### src/rtl/riscv_pkg.sv
// ---------------------------------------------------------------------------
// riscv_pkg : shared RV32I core types and constants
// Rev 1.0   : initial release
// ---------------------------------------------------------------------------
`default_nettype none

package riscv_pkg;

  localparam int XLEN = 32;

  localparam logic [XLEN-1:0] RESET_PC  = 32'h0000_0000;
  localparam logic [31:0]     NOP_INSTR = 32'h0000_0013;

  typedef struct packed {
    logic [31:0]     instr;
    logic [XLEN-1:0] pc;
    logic [XLEN-1:0] pc_plus_4;
    logic            valid;
  } if_id_t;

  // Bubble used on reset and flush; decode treats valid = 0 as a no-op.
  function automatic if_id_t if_id_bubble(input logic [31:0] nop);
    if_id_t b;
    b.instr     = nop;
    b.pc        = '0;
    b.pc_plus_4 = '0;
    b.valid     = 1'b0;
    return b;
  endfunction

endpackage

`default_nettype wire

### src/rtl/pipe_fetch_if.sv
// ---------------------------------------------------------------------------
// pipe_fetch_if : control, imem and IF/ID signals of the fetch stage
// Rev 1.0       : initial release
// ---------------------------------------------------------------------------
`default_nettype none

interface pipe_fetch_if;
  import riscv_pkg::*;

  logic            stall_f;
  logic            stall_d;
  logic            flush_d;
  logic            pc_src_e;
  logic [XLEN-1:0] pc_target_e;
  logic [31:0]     instr_f;
  logic [XLEN-1:0] pc_f;
  logic [31:0]     instr_d;
  logic [XLEN-1:0] pc_d;
  logic [XLEN-1:0] pc_plus_4_d;
  logic            valid_d;
  logic            misalign_err;

  // slave = the fetch stage itself
  modport slave (
    input  stall_f, stall_d, flush_d, pc_src_e, pc_target_e, instr_f,
    output pc_f, instr_d, pc_d, pc_plus_4_d, valid_d, misalign_err
  );

  modport master (
    output stall_f, stall_d, flush_d, pc_src_e, pc_target_e, instr_f,
    input  pc_f, instr_d, pc_d, pc_plus_4_d, valid_d, misalign_err
  );

endinterface

`default_nettype wire

### src/rtl/pipe_fetch_pc_reg.sv
// ---------------------------------------------------------------------------
// pc_reg : XLEN-wide register with enable, load value and async low reset
// Rev 1.0 : initial release
// ---------------------------------------------------------------------------
`default_nettype none

module pc_reg #(
  parameter int              XLEN      = 32,
  parameter logic [XLEN-1:0] RESET_VAL = '0
) (
  input  wire logic            clk,
  input  wire logic            reset_n,
  input  wire logic            en,
  input  wire logic [XLEN-1:0] load_val,
  output logic      [XLEN-1:0] pc
);

  logic [XLEN-1:0] pc_d;
  logic [XLEN-1:0] pc_q;

  always_comb begin
    pc_d = pc_q;
    if (en) begin
      pc_d = load_val;
    end
  end

  always_ff @(posedge clk or negedge reset_n) begin
    if (!reset_n) begin
      pc_q <= RESET_VAL;
    end else begin
      pc_q <= pc_d;
    end
  end

  assign pc = pc_q;

endmodule

`default_nettype wire

### src/rtl/pipe_fetch.sv
// ---------------------------------------------------------------------------
// pipe_fetch : fetch stage and IF/ID pipeline register of the RV32I core
// Rev 1.0    : initial release
// ---------------------------------------------------------------------------
`default_nettype none

module pipe_fetch
  import riscv_pkg::*;
#(
  parameter int              XLEN      = riscv_pkg::XLEN,
  parameter logic [XLEN-1:0] RESET_PC  = riscv_pkg::RESET_PC,
  parameter logic [31:0]     NOP_INSTR = riscv_pkg::NOP_INSTR
) (
  input  wire logic    clk,
  input  wire logic    reset_n,
  pipe_fetch_if.slave  bus
);

  logic [XLEN-1:0] pc_cur;
  logic [XLEN-1:0] pc_plus_4_f;
  logic [XLEN-1:0] pc_next;
  logic            pc_en;

  if_id_t if_id_d;
  if_id_t if_id_q;
  logic   misalign_d;
  logic   misalign_q;

  assign pc_plus_4_f = pc_cur + XLEN'(4);

  // A redirect wins over stall_f; the target is force-aligned.
  always_comb begin
    pc_next = pc_plus_4_f;
    pc_en   = !bus.stall_f;
    if (bus.pc_src_e) begin
      pc_next = {bus.pc_target_e[XLEN-1:2], 2'b00};
      pc_en   = 1'b1;
    end
  end

  pc_reg #(
    .XLEN      (XLEN),
    .RESET_VAL (RESET_PC)
  ) u_pc_reg (
    .clk      (clk),
    .reset_n  (reset_n),
    .en       (pc_en),
    .load_val (pc_next),
    .pc       (pc_cur)
  );

  always_comb begin
    if_id_d = if_id_q;
    if (bus.flush_d) begin
      if_id_d = if_id_bubble(NOP_INSTR);
    end else if (!bus.stall_d) begin
      if_id_d.instr     = bus.instr_f;
      if_id_d.pc        = pc_cur;
      if_id_d.pc_plus_4 = pc_plus_4_f;
      if_id_d.valid     = 1'b1;
    end
  end

  always_comb begin
    misalign_d = misalign_q | (bus.pc_src_e & (|bus.pc_target_e[1:0]));
  end

  always_ff @(posedge clk or negedge reset_n) begin
    if (!reset_n) begin
      if_id_q    <= if_id_bubble(NOP_INSTR);
      misalign_q <= 1'b0;
    end else begin
      if_id_q    <= if_id_d;
      misalign_q <= misalign_d;
    end
  end

  assign bus.pc_f         = pc_cur;
  assign bus.instr_d      = if_id_q.instr;
  assign bus.pc_d         = if_id_q.pc;
  assign bus.pc_plus_4_d  = if_id_q.pc_plus_4;
  assign bus.valid_d      = if_id_q.valid;
  assign bus.misalign_err = misalign_q;

endmodule

`default_nettype wire

### src/flat_wrapper.sv
// flat-port wrapper written by rule: the top's interface ports become plain ports
module pipe_fetch_flat import riscv_pkg::*;
#(
  parameter int              XLEN      = riscv_pkg::XLEN,
  parameter logic [XLEN-1:0] RESET_PC  = riscv_pkg::RESET_PC,
  parameter logic [31:0]     NOP_INSTR = riscv_pkg::NOP_INSTR
)
  (clk, reset_n, bus_stall_f, bus_stall_d, bus_flush_d, bus_pc_src_e, bus_pc_target_e, bus_instr_f, bus_pc_f, bus_instr_d, bus_pc_d, bus_pc_plus_4_d, bus_valid_d, bus_misalign_err);
  pipe_fetch_if bus_i ();
  input  wire logic clk;
  input  wire logic reset_n;
  input wire logic [$bits(bus_i.stall_f)-1:0] bus_stall_f;
  input wire logic [$bits(bus_i.stall_d)-1:0] bus_stall_d;
  input wire logic [$bits(bus_i.flush_d)-1:0] bus_flush_d;
  input wire logic [$bits(bus_i.pc_src_e)-1:0] bus_pc_src_e;
  input wire logic [$bits(bus_i.pc_target_e)-1:0] bus_pc_target_e;
  input wire logic [$bits(bus_i.instr_f)-1:0] bus_instr_f;
  output wire logic [$bits(bus_i.pc_f)-1:0] bus_pc_f;
  output wire logic [$bits(bus_i.instr_d)-1:0] bus_instr_d;
  output wire logic [$bits(bus_i.pc_d)-1:0] bus_pc_d;
  output wire logic [$bits(bus_i.pc_plus_4_d)-1:0] bus_pc_plus_4_d;
  output wire logic [$bits(bus_i.valid_d)-1:0] bus_valid_d;
  output wire logic [$bits(bus_i.misalign_err)-1:0] bus_misalign_err;
  assign bus_i.stall_f = bus_stall_f;
  assign bus_i.stall_d = bus_stall_d;
  assign bus_i.flush_d = bus_flush_d;
  assign bus_i.pc_src_e = bus_pc_src_e;
  assign bus_i.pc_target_e = bus_pc_target_e;
  assign bus_i.instr_f = bus_instr_f;
  assign bus_pc_f = bus_i.pc_f;
  assign bus_instr_d = bus_i.instr_d;
  assign bus_pc_d = bus_i.pc_d;
  assign bus_pc_plus_4_d = bus_i.pc_plus_4_d;
  assign bus_valid_d = bus_i.valid_d;
  assign bus_misalign_err = bus_i.misalign_err;
  pipe_fetch #(.XLEN(XLEN), .RESET_PC(RESET_PC), .NOP_INSTR(NOP_INSTR)) u_core (.clk(clk), .reset_n(reset_n), .bus(bus_i));
endmodule
### config.mk
export PLATFORM = sky130hd
export DESIGN_NAME = pipe_fetch_flat
export DESIGN_NICKNAME = d
export VERILOG_FILES = /design/src/rtl/riscv_pkg.sv /design/src/rtl/pipe_fetch_if.sv /design/src/rtl/pipe_fetch_pc_reg.sv /design/src/rtl/pipe_fetch.sv /design/src/flat_wrapper.sv
export SDC_FILE = /design/constraint.sdc
export NUM_CORES = 1
export LEC_CHECK = 0
export ABC_AREA = 1
export BUFFER_PORTS_ARGS = -buffer_cell sky130_fd_sc_hd__buf_2
export CAP_MARGIN = 10
export CORE_MARGIN = 3
export CORE_UTILIZATION = 40
export DETAILED_ROUTE_END_ITERATION = 6
export HOLD_SLACK_MARGIN = 0.03
export PLACE_DENSITY = 0.68
export REMOVE_ABC_BUFFERS = 1
export SYNTH_ARGS = -nofsm -noshare
export SYNTH_HDL_FRONTEND = slang
export SYNTH_HIERARCHICAL = 1
export SYNTH_SLANG_ARGS = --single-unit
### constraint.sdc
create_clock -name clk -period 2.1 [get_ports clk]
set_input_delay 0.42 -clock clk [delete_from_list [all_inputs] [get_ports clk]]
set_output_delay 0.42 -clock clk [all_outputs]
set_load 0.05 [all_outputs]
# Word-level counts from Yosys, hierarchy flattened
# Cells that the tools add are included.
dict set report word_totals {
  regBits 130
  word_cells 16
  inputBits 70
}
dict set report classes {
  muxes 4
  n_reduce_logical 2
  addsub 1
  eq_ne 1
  bitwise 2
}
# cell count
set op_table {}
lappend op_table {{97-bit two-way mux} 2}
lappend op_table {{32-bit by 3-bit adder with 32-bit output, second input constant} 1}
lappend op_table {{32-bit two-way mux} 1}
lappend op_table {{2-bit by 1-bit inequality test with 1-bit output, second input constant} 1}
lappend op_table {{2-bit OR reduction} 1}
lappend op_table {{1-bit bitwise AND} 1}
lappend op_table {{1-bit logical NOT} 1}
lappend op_table {{1-bit two-way mux} 1}
lappend op_table {{1-bit OR} 1}

# Depth between registers and ports, before layout
dict set report logic_depth {
  ltp_word 3
  ltp_mapped 12
}

# Modules after synthesis
# The synthesis kept the hierarchy.
# module area_each_um2 cells_per_inst n_inst seq_area_each_um2
set modules_own_cells {}
lappend modules_own_cells {pipe_fetch 4684.5 566 1 2406.1}
lappend modules_own_cells {pc_reg 1292.5 136 1 800.8}

# Worst setup path before layout
# No wires, ideal clock.
dict set report synth_timing {
  path_type {register -> register}
  from {register u_core.u_pc_reg.pc_q[2] (netlist: u_core/u_pc_reg/pc[2])}
  to {register u_core.u_pc_reg.pc_q[22] (netlist: u_core/u_pc_reg/pc[22])}
  arrival_time_ps 1826
  slack_ps 154
  path_buffers 0
  period_less_slack_ps 1946
  stages_incl_launch_ff 11
  cell_sequence {dfrtp_1 > ha_1 > nand2_2 > nor2_2 > nand2_2 > nor2_4 > nand3_1 > nand3_1 > nand2_1 > nand2_1 > nand2_1}
}
dict set report synth_between {
  elab_chain_cells 2
}
# element line_no
set synth_lines {}
lappend synth_lines {{start: declaration} pipe_fetch_pc_reg.sv:19} ;# logic [XLEN-1:0] pc_q;
lappend synth_lines {{start signal: assignment} pipe_fetch_pc_reg.sv:32} ;# pc_q <= pc_d;
lappend synth_lines {{32-bit by 3-bit adder with 32-bit output} pipe_fetch.sv:29} ;# assign pc_plus_4_f = pc_cur + XLEN'(4);
lappend synth_lines {{32-bit two-way mux} pipe_fetch.sv:35} ;# if (bus.pc_src_e) begin
lappend synth_lines {{named net u_core.pc_next[22]} pipe_fetch.sv:21} ;# logic [XLEN-1:0] pc_next;
# The timed path passes the listed nets, and every way through them passes these cells.
# A chain may end at the register's enable or synchronous reset.

# Worst setup path after layout
dict set report layout_timing {
  from {register u_core.u_pc_reg.pc_q[3] (netlist: u_core/u_pc_reg/pc[3])}
  to {register u_core.u_pc_reg.pc_q[26] (netlist: u_core/u_pc_reg/pc[26])}
}
# The elaborated chain is that of the path after synthesis.

==> key figures <==
STA
  • Fmax: 544 MHz
  • Crit share post-route: 0.875
  • Setup Skew: 0.00755 ns
  • RSZ-0062 raised after global routing: no
  • Setup TNS: 0 ns
  • Hold Slack: 0.242 ns
  • Slew @ Worst Pin: about 0.74 ns
  • Hold Fails Final Rpt: 0
  • Minimum clock period: ~1.8 ns
  • Worst slew margin: 0.507
  • Final Max Tran Viols: 0
  • Final Setup Violations: 0

Logic synthesis
  • Post-synthesis sequential area ratio: 0.537
  • Most common cell in the synthesized netlist: nand2_1
  • Mapped Cells: about 700
  • Synth top area share: 0.523
  • Number of synthesized flops with an enable pin: 0
  • Top cells by area, synth: dfrtp_1 (52%), nand2_1 (20%), a22o_1 (5.6%)
  • Post-synth top cells: nand2_1 (321), dfrtp_1 (125), o21ai_0 (40)
  • Most used DFF post-synth: dfrtp_1
  • Synth warn: 6
  • Async S/R FF share, synth: 1.00
  • Number of distinct library cells after synthesis: 27
  • Synth area leader: dfrtp_1
  • Mapped cell area: ~0.006 mm²
  • Synth Register Bits: roughly 130
  • Syn Area/Cell: roughly 8.5 µm²

Clocking
  • Number of gates resized after cts: 0
  • Clk sinks: around 130
  • CTS tree: yes
  • Clock buffer depth: 2
  • Worst-skew pair later-pin latency: about 0.42 ns
  • Num CTS Buffers: 17
  • CTS root buf: clkbuf_16
  • H-tree levels: 4
  • Clock slew at reported path FFs: 0.06 ns

Place
  • DP Area: roughly 0.0071 mm²
  • GPL Wtd Cong: 0.844
  • Hpwl dp: 11900 µm
  • Port bufs: approximately 200
  • Inst Count DP: roughly 1100

Worst hold path
  • Worst hold start: bus_instr_f[21]
  • Hold endpoint: u_core/bus.instr_d[21]
  • Hold Crit Depth: 2
  • HP Class: in2reg

Global route
  • Initial antenna violation count: 0
  • Largest net degree at the start of global routing: 63
  • Vias in the first global route: 5024
  • GRT Util Overall: 0.209
  • First-pass GRT wire length: ~27000 µm
  • Grt ovf: 0

Cells and area
  • Final Instance Area: about 0.0077 mm²
  • Fin nets: 972
  • Layout cells sized above 1: 0.301
  • Layout area overhead: 28.1%
  • Finished Layout Cells: approximately 1100
  • Antenna cell count: 0

Floorplan
  • FP Rows: 44
  • Die X: ~130 µm
  • Die height: 128 µm
  • Die area: approximately 0.016 mm²
  • Total core area: ~0.015 mm²
  • Ports: 200
  • Initial cell density of the core: 0.410

Drt
  • Post-DR wirelength/cell: between 15 and 20 µm
  • Vias: 5276
  • Final ANT Viol Nets: 0
  • Number of vias per cell: a little under 5
  • Pre-Repair DR Iteration Count: 5
  • DRC Markers: 0
  • DR iter-0 viols: 300
  • Drt total wl: approximately 17000 µm

Power
  • Peak supply drop: 0.000584 V
  • Leak: between 4 and 5 nW
  • Pwr Total: slightly above 0.007 W
  • Power Density: slightly above 900 mW/mm²

Critical path
  • Critical Path Sink Type: flop
  • R2r worst-path depth: 10
  • Reg-to-reg endpoint: u_core/u_pc_reg/pc[26]
  • Critical path arrival: about 2.2 ns
  • R2R Path Start: u_core/u_pc_reg/pc[3]
  • Critical-path maximum fanout: 6
  • Worst Setup Path Type: reg2reg
  • Flop2flop setup slack: ~0.26 ns
  • CP Launch Type: flop
  • Worst Path Required: 2.41 ns

Run status
  • Status: completed

Flow run
  • Max Cap Violations: 0
==> cell type report <==
type | count | area (µm²)
inverters | 33 | 131
clock inverters | 7 | 35.0
fillers | 1381 | 6930
multi-input cells | 506 | 2400
flip-flops and latches | 128 | 3210
clock buffers | 24 | 492
well taps | 184 | 230
repair buffers | 215 | 1160
==> per-layer routing <==
metal	up-vias	share of wire	track usage
met2	190	0.45	0.323
met1	2441	0.47	0.292
met3	18	0.068	0.0492
li1	2627	-	-
met4	0	0.014	0.0680
met5	-	0	0
==> worst max path at each step <==
| stage | startpoint | to | cells past startpoint |
|---|---|---|---|
| floorplan | bus_stall_d | u_core/bus.instr_d[0] | 4 |
| global placement | u_core/u_pc_reg/pc[3] | u_core/u_pc_reg/pc[26] | 10 |
| detailed placement | u_core/u_pc_reg/pc[3] | u_core/u_pc_reg/pc[26] | 10 |
| global route | u_core/u_pc_reg/pc[3] | u_core/u_pc_reg/pc[16] | 10 |
| finish | u_core/u_pc_reg/pc[3] | u_core/u_pc_reg/pc[26] | 10 |
| CTS | u_core/u_pc_reg/pc[3] | u_core/u_pc_reg/pc[26] | 10 |
==> metrics by stage <==
stage | setup slack [ns] | util
final | 0.262 | 0.525
after global routing | 0.104 | 0.525
after CTS | 0.304 | 0.525
after detailed placement | 0.339 | 0.488
after global placement | 0.387 | 0.488
after floorplan | -1.79 | -
==> worst max-delay path, cell delays in order (launching register included) <==
cell     delay, ns
dfrtp_1       0.45
ha_1          0.26
nand2_2       0.08
nor2_2        0.14
nand2_2       0.13
nor2_4        0.22
nand3_1       0.15
nand3_1       0.11
nand2_1       0.05
nand2_1       0.07
nand2_1       0.06
==> timing repair <==
item	4_1_cts	5_1_grt
hold endpoints to repair	35	0
buffers inserted	0	0
hold buffers	1	0
==> where the power goes <==
group	total (W)	leakage [nW]	switching, W	internal (W)
combinational	0.00157	2.30	0.00119	0.000384
sequential	0.00285	1.68	0.000186	0.00266
clock	0.00264	0.269	0.00103	0.00161
==> cells in the final DEF (no fill, tap or decap), types with 10 or more instances in the layout <==
| master | count |
|---|---|
| inv_1 | 32 |
| nand2_1 | 321 |
| clkbuf_16 | 17 |
| buf_2 | 198 |
| dfrtp_1 | 125 |
| nand3_1 | 27 |
| nor2_1 | 33 |
| o21ai_0 | 40 |
| xor2_1 | 10 |
| buf_4 | 12 |
| nand2_2 | 13 |
| a22o_1 | 38 |
==> kinds of logic after synthesis <==
logic type | Yosys count | synth area share
buf+inv | 68 | 0.0636
simple gates | 408 | 0.277
fa+ha+maj | 1 | 0.00209
xor+xnor | 14 | 0.0243
compound gates | 83 | 0.0965
flops | 128 | 0.537
No activity file was read; power rests on OpenSTA's default activity.
